## src/rtl/midi_pkg.sv

```systemverilog
// Shared MIDI types, status constants and message-length helper
// for the multi-channel MIDI parser.
package midi_pkg;

    typedef logic [7:0] midi_byte_t;

    localparam midi_byte_t NoteOff         = 8'h80;
    localparam midi_byte_t NoteOn          = 8'h90;
    localparam midi_byte_t PolyPressure    = 8'hA0;
    localparam midi_byte_t ControlChange   = 8'hB0;
    localparam midi_byte_t ProgramChange   = 8'hC0;
    localparam midi_byte_t ChannelPressure = 8'hD0;
    localparam midi_byte_t PitchBend       = 8'hE0;
    localparam midi_byte_t SysExStart      = 8'hF0;
    localparam midi_byte_t MtcQf           = 8'hF1;
    localparam midi_byte_t SongPos         = 8'hF2;
    localparam midi_byte_t SongSelect      = 8'hF3;
    localparam midi_byte_t TuneReq         = 8'hF6;
    localparam midi_byte_t SysExEnd        = 8'hF7;
    localparam midi_byte_t StatusInvalid   = 8'h00;

    typedef struct packed {
        logic [1:0] len;
        midi_byte_t status;
        midi_byte_t data1;
        midi_byte_t data2;
    } midi_msg_t;

    typedef enum logic [1:0] {
        ST_IDLE,
        ST_WAIT_D1,
        ST_WAIT_D2,
        ST_SYSEX
    } parse_state_t;

    // 0 means the status never produces a queued message.
    function automatic logic [1:0] midi_msg_len(input midi_byte_t s);
        logic [1:0] n;
        n = 2'd0;
        if (s[7] && s[7:4] != 4'hF) begin
            n = (s[7:5] == 3'b110) ? 2'd2 : 2'd3;
        end else if (s == MtcQf || s == SongSelect) begin
            n = 2'd2;
        end else if (s == SongPos) begin
            n = 2'd3;
        end else if (s == TuneReq) begin
            n = 2'd1;
        end
        return n;
    endfunction

endpackage

```

## src/rtl/midi_msg_fifo.sv

```systemverilog
// First-word-fall-through FIFO of assembled MIDI messages with
// level output and a drop strobe for writes refused at full.
module midi_msg_fifo
    import midi_pkg::*;
#(
    parameter int DEPTH = 8,
    localparam int AW = $clog2(DEPTH)
) (
    input  logic      clk_i,
    input  logic      rst_i,
    input  logic      wr_i,
    input  midi_msg_t wr_data_i,
    input  logic      rd_i,
    output logic      valid_o,
    output midi_msg_t head_o,
    output logic [AW:0] level_o,
    output logic      drop_o
);

    localparam logic [AW:0] FULL = (AW + 1)'(DEPTH);

    midi_msg_t r_mem [DEPTH];
    logic [AW-1:0] r_wptr;
    logic [AW-1:0] r_rptr;
    logic [AW:0] r_level;

    logic w_pop;
    logic w_push;

    assign w_pop  = rd_i && (r_level != '0);
    // A pop in the same cycle frees the slot the write lands in.
    assign w_push = wr_i && ((r_level != FULL) || w_pop);

    always_ff @(posedge clk_i) begin
        if (w_push) begin
            r_mem[r_wptr] <= wr_data_i;
        end
    end

    always_ff @(posedge clk_i) begin
        if (rst_i) begin
            r_wptr  <= '0;
            r_rptr  <= '0;
            r_level <= '0;
        end else begin
            if (w_push) begin
                r_wptr <= r_wptr + AW'(1);
            end
            if (w_pop) begin
                r_rptr <= r_rptr + AW'(1);
            end
            r_level <= r_level + (AW + 1)'(w_push) - (AW + 1)'(w_pop);
        end
    end

    assign valid_o = (r_level != '0);
    assign head_o  = r_mem[r_rptr];
    assign level_o = r_level;
    assign drop_o  = wr_i && !w_push;

endmodule

```

## src/rtl/midi_parser_mc.sv

```systemverilog
// MIDI byte parser: running status, per-channel mask, SysEx passthrough,
// real-time strobes and a ready/valid message FIFO with overflow count.
module midi_parser_mc
    import midi_pkg::*;
#(
    parameter int FIFO_DEPTH    = 8,
    parameter int OVF_CNT_W     = 8,
    parameter bit NOTE_OFF_NORM = 1'b1,
    parameter bit SYSEX_PASS    = 1'b1
) (
    input  logic                          clk_i,
    input  logic                          rst_i,
    input  logic                          byte_valid_i,
    input  logic [7:0]                    midi_byte_i,
    input  logic [15:0]                   chan_mask_i,
    output logic                          msg_valid_o,
    input  logic                          msg_ready_i,
    output logic [1:0]                    msg_len_o,
    output logic [7:0]                    msg_status_o,
    output logic [7:0]                    msg_data1_o,
    output logic [7:0]                    msg_data2_o,
    output logic                          rt_valid_o,
    output logic [7:0]                    rt_msg_o,
    output logic                          sysex_valid_o,
    output logic [7:0]                    sysex_data_o,
    output logic                          sysex_last_o,
    output logic [$clog2(FIFO_DEPTH):0]   fifo_level_o,
    output logic [OVF_CNT_W-1:0]          ovf_cnt_o
);

    parse_state_t r_state;
    midi_byte_t r_status;
    midi_byte_t r_data1;
    logic r_pend_vld;
    midi_msg_t r_pend;
    logic r_rt_valid;
    midi_byte_t r_rt_msg;
    logic r_sx_valid;
    logic r_sx_last;
    midi_byte_t r_sx_data;
    logic [OVF_CNT_W-1:0] r_ovf;

    midi_byte_t w_b;
    logic w_rt, w_in_sx, w_sx_data, w_sx_end, w_status, w_data;
    logic [1:0] w_len, w_cur_len;
    logic w_done, w_chan, w_accept;
    midi_msg_t w_msg;
    logic w_fifo_valid, w_drop;
    midi_msg_t w_head;

    assign w_b       = midi_byte_i;
    assign w_rt      = &w_b[7:3];
    assign w_in_sx   = (r_state == ST_SYSEX);
    assign w_sx_data = w_in_sx && !w_b[7];
    assign w_sx_end  = w_in_sx && (w_b == SysExEnd);
    assign w_status  = w_b[7] && !w_rt && !w_sx_end;
    assign w_data    = !w_b[7] && !w_in_sx;
    assign w_len     = midi_msg_len(w_b);
    assign w_cur_len = midi_msg_len(r_status);
    assign w_chan    = (r_status[7:4] != 4'hF);
    assign w_accept  = !w_chan || chan_mask_i[r_status[3:0]];
    assign w_done    = (r_state == ST_WAIT_D2) ||
                       (r_state == ST_WAIT_D1 && w_cur_len == 2'd2);

    always_comb begin
        w_msg = '0;
        w_msg.status = r_status;
        if (r_state == ST_WAIT_D2) begin
            w_msg.len   = 2'd3;
            w_msg.data1 = r_data1;
            w_msg.data2 = w_b;
            if (NOTE_OFF_NORM && r_status[7:4] == 4'h9 && w_b == 8'h00) begin
                w_msg.status = {4'h8, r_status[3:0]};
                w_msg.data2  = 8'h40;
            end
        end else begin
            w_msg.len   = 2'd2;
            w_msg.data1 = w_b;
        end
    end

    always_ff @(posedge clk_i) begin
        if (rst_i) begin
            r_state    <= ST_IDLE;
            r_status   <= StatusInvalid;
            r_data1    <= '0;
            r_pend_vld <= 1'b0;
            r_pend     <= '0;
            r_rt_valid <= 1'b0;
            r_rt_msg   <= '0;
            r_sx_valid <= 1'b0;
            r_sx_last  <= 1'b0;
            r_sx_data  <= '0;
        end else begin
            r_rt_valid <= 1'b0;
            r_sx_valid <= 1'b0;
            r_sx_last  <= 1'b0;
            r_pend_vld <= 1'b0;
            if (byte_valid_i) begin
                unique case (1'b1)
                    w_rt: begin
                        r_rt_valid <= 1'b1;
                        r_rt_msg   <= w_b;
                    end
                    w_sx_data: begin
                        r_sx_valid <= SYSEX_PASS;
                        r_sx_data  <= w_b;
                    end
                    w_sx_end: begin
                        r_sx_valid <= SYSEX_PASS;
                        r_sx_data  <= w_b;
                        r_sx_last  <= SYSEX_PASS;
                        r_state    <= ST_IDLE;
                    end
                    w_status: begin
                        r_state  <= ST_IDLE;
                        r_status <= StatusInvalid;
                        // Close an open SysEx with a synthetic EOX.
                        if (w_in_sx) begin
                            r_sx_valid <= SYSEX_PASS;
                            r_sx_data  <= SysExEnd;
                            r_sx_last  <= SYSEX_PASS;
                        end
                        if (w_b == SysExStart) begin
                            r_state    <= ST_SYSEX;
                            r_sx_valid <= SYSEX_PASS;
                            r_sx_data  <= w_b;
                            r_sx_last  <= 1'b0;
                        end else if (w_len == 2'd1) begin
                            r_pend_vld <= 1'b1;
                            r_pend     <= '{len: 2'd1, status: w_b,
                                            data1: 8'h00, data2: 8'h00};
                        end else if (w_len != 2'd0) begin
                            r_state  <= ST_WAIT_D1;
                            r_status <= w_b;
                        end
                    end
                    w_data: begin
                        if (w_done) begin
                            r_pend_vld <= w_accept;
                            r_pend     <= w_msg;
                            if (w_chan) begin
                                r_state <= ST_WAIT_D1;
                            end else begin
                                r_state  <= ST_IDLE;
                                r_status <= StatusInvalid;
                            end
                        end else if (r_state == ST_WAIT_D1) begin
                            r_data1 <= w_b;
                            r_state <= ST_WAIT_D2;
                        end
                    end
                    default: ;
                endcase
            end
        end
    end

    always_ff @(posedge clk_i) begin
        if (rst_i) begin
            r_ovf <= '0;
        end else if (w_drop && r_ovf != {OVF_CNT_W{1'b1}}) begin
            r_ovf <= r_ovf + OVF_CNT_W'(1);
        end
    end

    midi_msg_fifo #(
        .DEPTH(FIFO_DEPTH)
    ) u_fifo (
        .clk_i     (clk_i),
        .rst_i     (rst_i),
        .wr_i      (r_pend_vld),
        .wr_data_i (r_pend),
        .rd_i      (msg_ready_i),
        .valid_o   (w_fifo_valid),
        .head_o    (w_head),
        .level_o   (fifo_level_o),
        .drop_o    (w_drop)
    );

    assign msg_valid_o   = w_fifo_valid;
    assign msg_len_o     = w_fifo_valid ? w_head.len    : 2'd0;
    assign msg_status_o  = w_fifo_valid ? w_head.status : 8'h00;
    assign msg_data1_o   = w_fifo_valid ? w_head.data1  : 8'h00;
    assign msg_data2_o   = w_fifo_valid ? w_head.data2  : 8'h00;
    assign rt_valid_o    = r_rt_valid;
    assign rt_msg_o      = r_rt_msg;
    assign sysex_valid_o = r_sx_valid;
    assign sysex_data_o  = r_sx_data;
    assign sysex_last_o  = r_sx_last;
    assign ovf_cnt_o     = r_ovf;

endmodule

```

## config.mk

```make
export PLATFORM = sky130hd
export DESIGN_NAME = midi_parser_mc
export DESIGN_NICKNAME = d
export VERILOG_FILES = /design/src/rtl/midi_pkg.sv /design/src/rtl/midi_msg_fifo.sv /design/src/rtl/midi_parser_mc.sv
export SDC_FILE = /design/constraint.sdc
export NUM_CORES = 1
export LEC_CHECK = 0
export BUFFER_PORTS_ARGS = -buffer_cell sky130_fd_sc_hd__buf_4
export CAP_MARGIN = 25
export CORE_ASPECT_RATIO = 2
export CORE_UTILIZATION = 45
export DETAILED_ROUTE_END_ITERATION = 10
export PLACE_DENSITY_LB_ADDON = 0.08
export SYNTH_ARGS = -nofsm -noshare
export SYNTH_HDL_FRONTEND = slang
export SYNTH_SLANG_ARGS = --single-unit
```

## constraint.sdc

```tcl
create_clock -name clk_i -period 10.01 [get_ports clk_i]
set_input_delay 2.002 -clock clk_i [delete_from_list [all_inputs] [get_ports clk_i]]
set_output_delay 2.002 -clock clk_i [all_outputs]
set_load 0.02 [all_outputs]
```

==> flow_metrics.py <==
metrics = {
    "worst_setup_path": {
        "r2r_slack_ns": 6.86,
        "path_cells": "buf_4, mux4_2, mux2i_1, nor2_1, buf_4",
        "cp-end-kind": "output port",
        "critPathSlowestCell": "buf_4",
        "crit_type": "flop to output port",
        "cp_common_cell": "buf_4",
        "arrival_ns": 2.86,
        "critPathMaxStageDelay_ns": 0.76,
        "worst_r2r_path_depth": 5,
        "cp.required_ns": 8.01,
        "timing.rr.start": "r_status[0]$_SDFFE_PP0P_",
        "reg2reg_to": "r_status[3]$_SDFFE_PP0P_",
        "setup.worst_path.start_class": "flop",
        "worstPathMaxFanout": 44,
    },
    "sta": {
        "fin_tns_setup_ns": 0,
        "finalHoldViolCount": 0,
        "tightest_slew_ns": 1.030,
        "skew_ns": 0.01208,
        "min_period_ns": 4.859,
        "fmax_ghz": 0.2058,
        "slew_viol_final": 0,
        "relSlewSlack": 0.3120,
        "post-route-period-util": 0.4854,
        "rsz0062_at_grt": "false",
        "setup_viol": 0,
    },
    "synthesis": {
        "synth_area_per_cell_um2": 15.58,
        "ys_top_cells_by_area": "edfxtp_1 (53%), dfxtp_1 (15%), mux4_2 (11%)",
        "synth_cells": 751,
        "synth_area_mm2": 0.01170,
        "async_flop_share": 0,
        "synth_edf_count": 208,
        "syn_nets": 789,
        "ys.flop_type": "edfxtp_1",
        "ys_seq_area_frac": 0.6794,
        "netlist.area_leader.share": 0.5340,
        "ys_seq_elements": 293,
        "synth-warning-count": 0,
        "ys_types": 54,
        "synth_top_area_cell": "edfxtp_1",
    },
    "clock_tree": {
        "clk_latency_ns": 0.52,
        "path_clk_slew_ns": 0.06,
        "cts_htree_levels": 1,
        "cts_post_setup_buffers_inserted": 0,
        "holdBufCountCts": 0,
        "cts_sinks": 293,
        "ctsResizeCount": 0,
        "cts_buffers": 25,
        "cts_tree": "done",
        "clockBufferDepth": 3,
        "cts-root-buf": "clkbuf_16",
    },
    "floorplanning": {
        "die_y_um": 230.0,
        "std_cell_rows": 83,
        "initial_utilization": 0.4560,
        "io_pins": 86,
        "die_x_um": 116.0,
        "die-area_mm2": 0.02668,
        "coreArea_mm2": 0.02565,
    },
    "routing": {
        "routed_wl_um": 25160,
        "drc": 0,
        "detail_route.iter0.violations": 259,
        "via_per_inst": 5.526,
        "wl_per_cell_um": 21.16,
        "vias": 6571,
        "ant_nets": 0,
        "dr.pass1.iters": 4,
    },
    "finish": {
        "final_common_cell": "edfxtp_1",
        "fillers": 2181,
        "post_route_cells_drive_above_1_share": 0.2438,
        "regArea_mm2": 0.007953,
        "post-route-util": 0.5257,
        "antenna_cells": 0,
        "area_growth_pct": 15.27,
        "layout_common_cells": "edfxtp_1 (208), buf_4 (97), dfxtp_1 (83), nor2_1 (79), mux4_2 (56)",
        "multi_input_area_mm2": 0.003541,
        "final_nets": 869,
    },
    "grt": {
        "grt_pass1_vias": 7132,
        "grt_overflow": 0,
        "antenna_found_initial": 0,
        "grt_pass1_wl_um": 39720,
        "grtUsageTotal": 0.1993,
        "grt_max_degree": 72,
    },
    "pwr": {
        "p_leak_uw": 0.004510,
        "ir_drop_mv": 0.1087,
        "powerDensity_mw_per_mm2": 221.2,
    },
    "place": {
        "hpwl_um": 16370,
        "io_buffer_count": 85,
        "place.gp.congestion": 0.7954,
    },
    "job": {
        "drv_cap": 0,
    },
    "worst_hold_path": {
        "holdPathStages": 1,
        "hp-start": "r_data1[7]$_SDFFE_PP0P_",
        "min_to": "r_data1[7]$_SDFFE_PP0P_",
        "hold_class": "flop to flop",
    },
    "outcome": {
        "outcome": "finished clean",
    },
}
synthesized netlist by cell type (all sizes together), types with 5 or more instances:
cell type / number
nand3: 8
o21ai: 7
nand2: 31
clkbuf: 27
a22o: 7
xnor2: 8
mux2i: 55
edfxtp: 208
buf: 18
a211oi: 13
nor4: 7
o2bb2ai: 7
nor2b: 5
mux4: 56
dfxtp: 85
nor3: 8
nor2: 85
nand2b: 22
a21oi: 24
inv: 12
ha: 9
logic make-up after synthesis:
family,after synthesis,synth area share
XOR/XNOR,12,0.008985
flip-flops,293,0.6794
buffers and inverters,57,0.02086
AO/OA/AOI/OAI,78,0.04674
multiplexers,112,0.1558
adder cells (fa/ha/maj),10,0.01134
AND/OR/NAND/NOR,189,0.07680
worst max path at each step:
stage | start | cells past startpoint | end | slack, ns
floorplan | msg_ready_i | 4 | u_fifo.r_mem[0][0]$_DFFE_PP_ | 5.13
global placement | msg_ready_i | 6 | u_fifo.r_mem[1][11]$_DFFE_PP_ | 5.58
detailed placement | msg_ready_i | 6 | u_fifo.r_mem[1][11]$_DFFE_PP_ | 5.52
CTS | flop | 5 | msg_status_o[6] | 5.05
global route | flop | 5 | msg_status_o[6] | 4.97
finish | flop | 5 | msg_status_o[6] | 5.15
worst max-delay path: cells and delay by family, from the launching register on:
family | cells | cell delay (ns)
flops | 1 | 0.46
buf+inv | 2 | 0.93
mux | 2 | 0.84
simple gates | 1 | 0.07
routing by layer:
layer / global-route usage / share of wire / wire, um / vias to the layer above
li1: - / - / - / 3024
met1: 0.2241 / 0.37 / 9434 / 3367
met2: 0.3703 / 0.56 / 14080 / 140
met3: 0.02478 / 0.031 / 780 / 40
met4: 0.08213 / 0.034 / 867 / 0
met5: 0 / 0 / 0 / -
metrics by stage:
stage | worst slack (ns) | instance area (um^2) | std cells | hold WS (ns) | power, uW
6_report | 5.151 | 13480 | 1189 | 0.4731 | 2983
5_1_grt | 4.970 | 13480 | 1189 | 0.4938 | 3115
4_1_cts | 5.053 | 13460 | 1187 | 0.4713 | 3026
3_5_place_dp | 5.518 | 12680 | 1142 | 0.4547 | 2106
3_3_place_gp | 5.578 | 12680 | 1142 | 0.4466 | 2096
2_1_floorplan | 5.132 | 11700 | 751 | 0.4517 | 1856
power breakdown:
part           internal, uW  total, uW  leakage (uW)  switching [uW]
Combinational           334        716       0.00155             382
Sequential             1310       1340       0.00257            31.1
Clock                   511        924      0.000385             413
Total                  2160       2980       0.00451             826
sequential cells by signal, summed over array words and instances (netlist names), 2 cells and up, named ones only:
| register | cells |
|---|---|
| u_fifo.r_mem | 208 |
| r_pend | 26 |
| ovf_cnt_o | 8 |
| r_data1 | 8 |
| r_status | 8 |
| rt_msg_o | 8 |
| sysex_data_o | 8 |
| u_fifo.level_o | 4 |
| u_fifo.r_rptr | 3 |
| u_fifo.r_wptr | 3 |
| r_state | 2 |
final cells by class:
class                           instances  area share
Multi-Input combinational cell        401      0.2626
Tap cell                              340     0.03155
Sequential cell                       293      0.5898
Clock buffer                           34     0.05122
Timing Repair Buffer                   98     0.05549
Clock inverter                         11    0.006031
Inverter                               12    0.003340
Power figures use the tool's default switching activity.
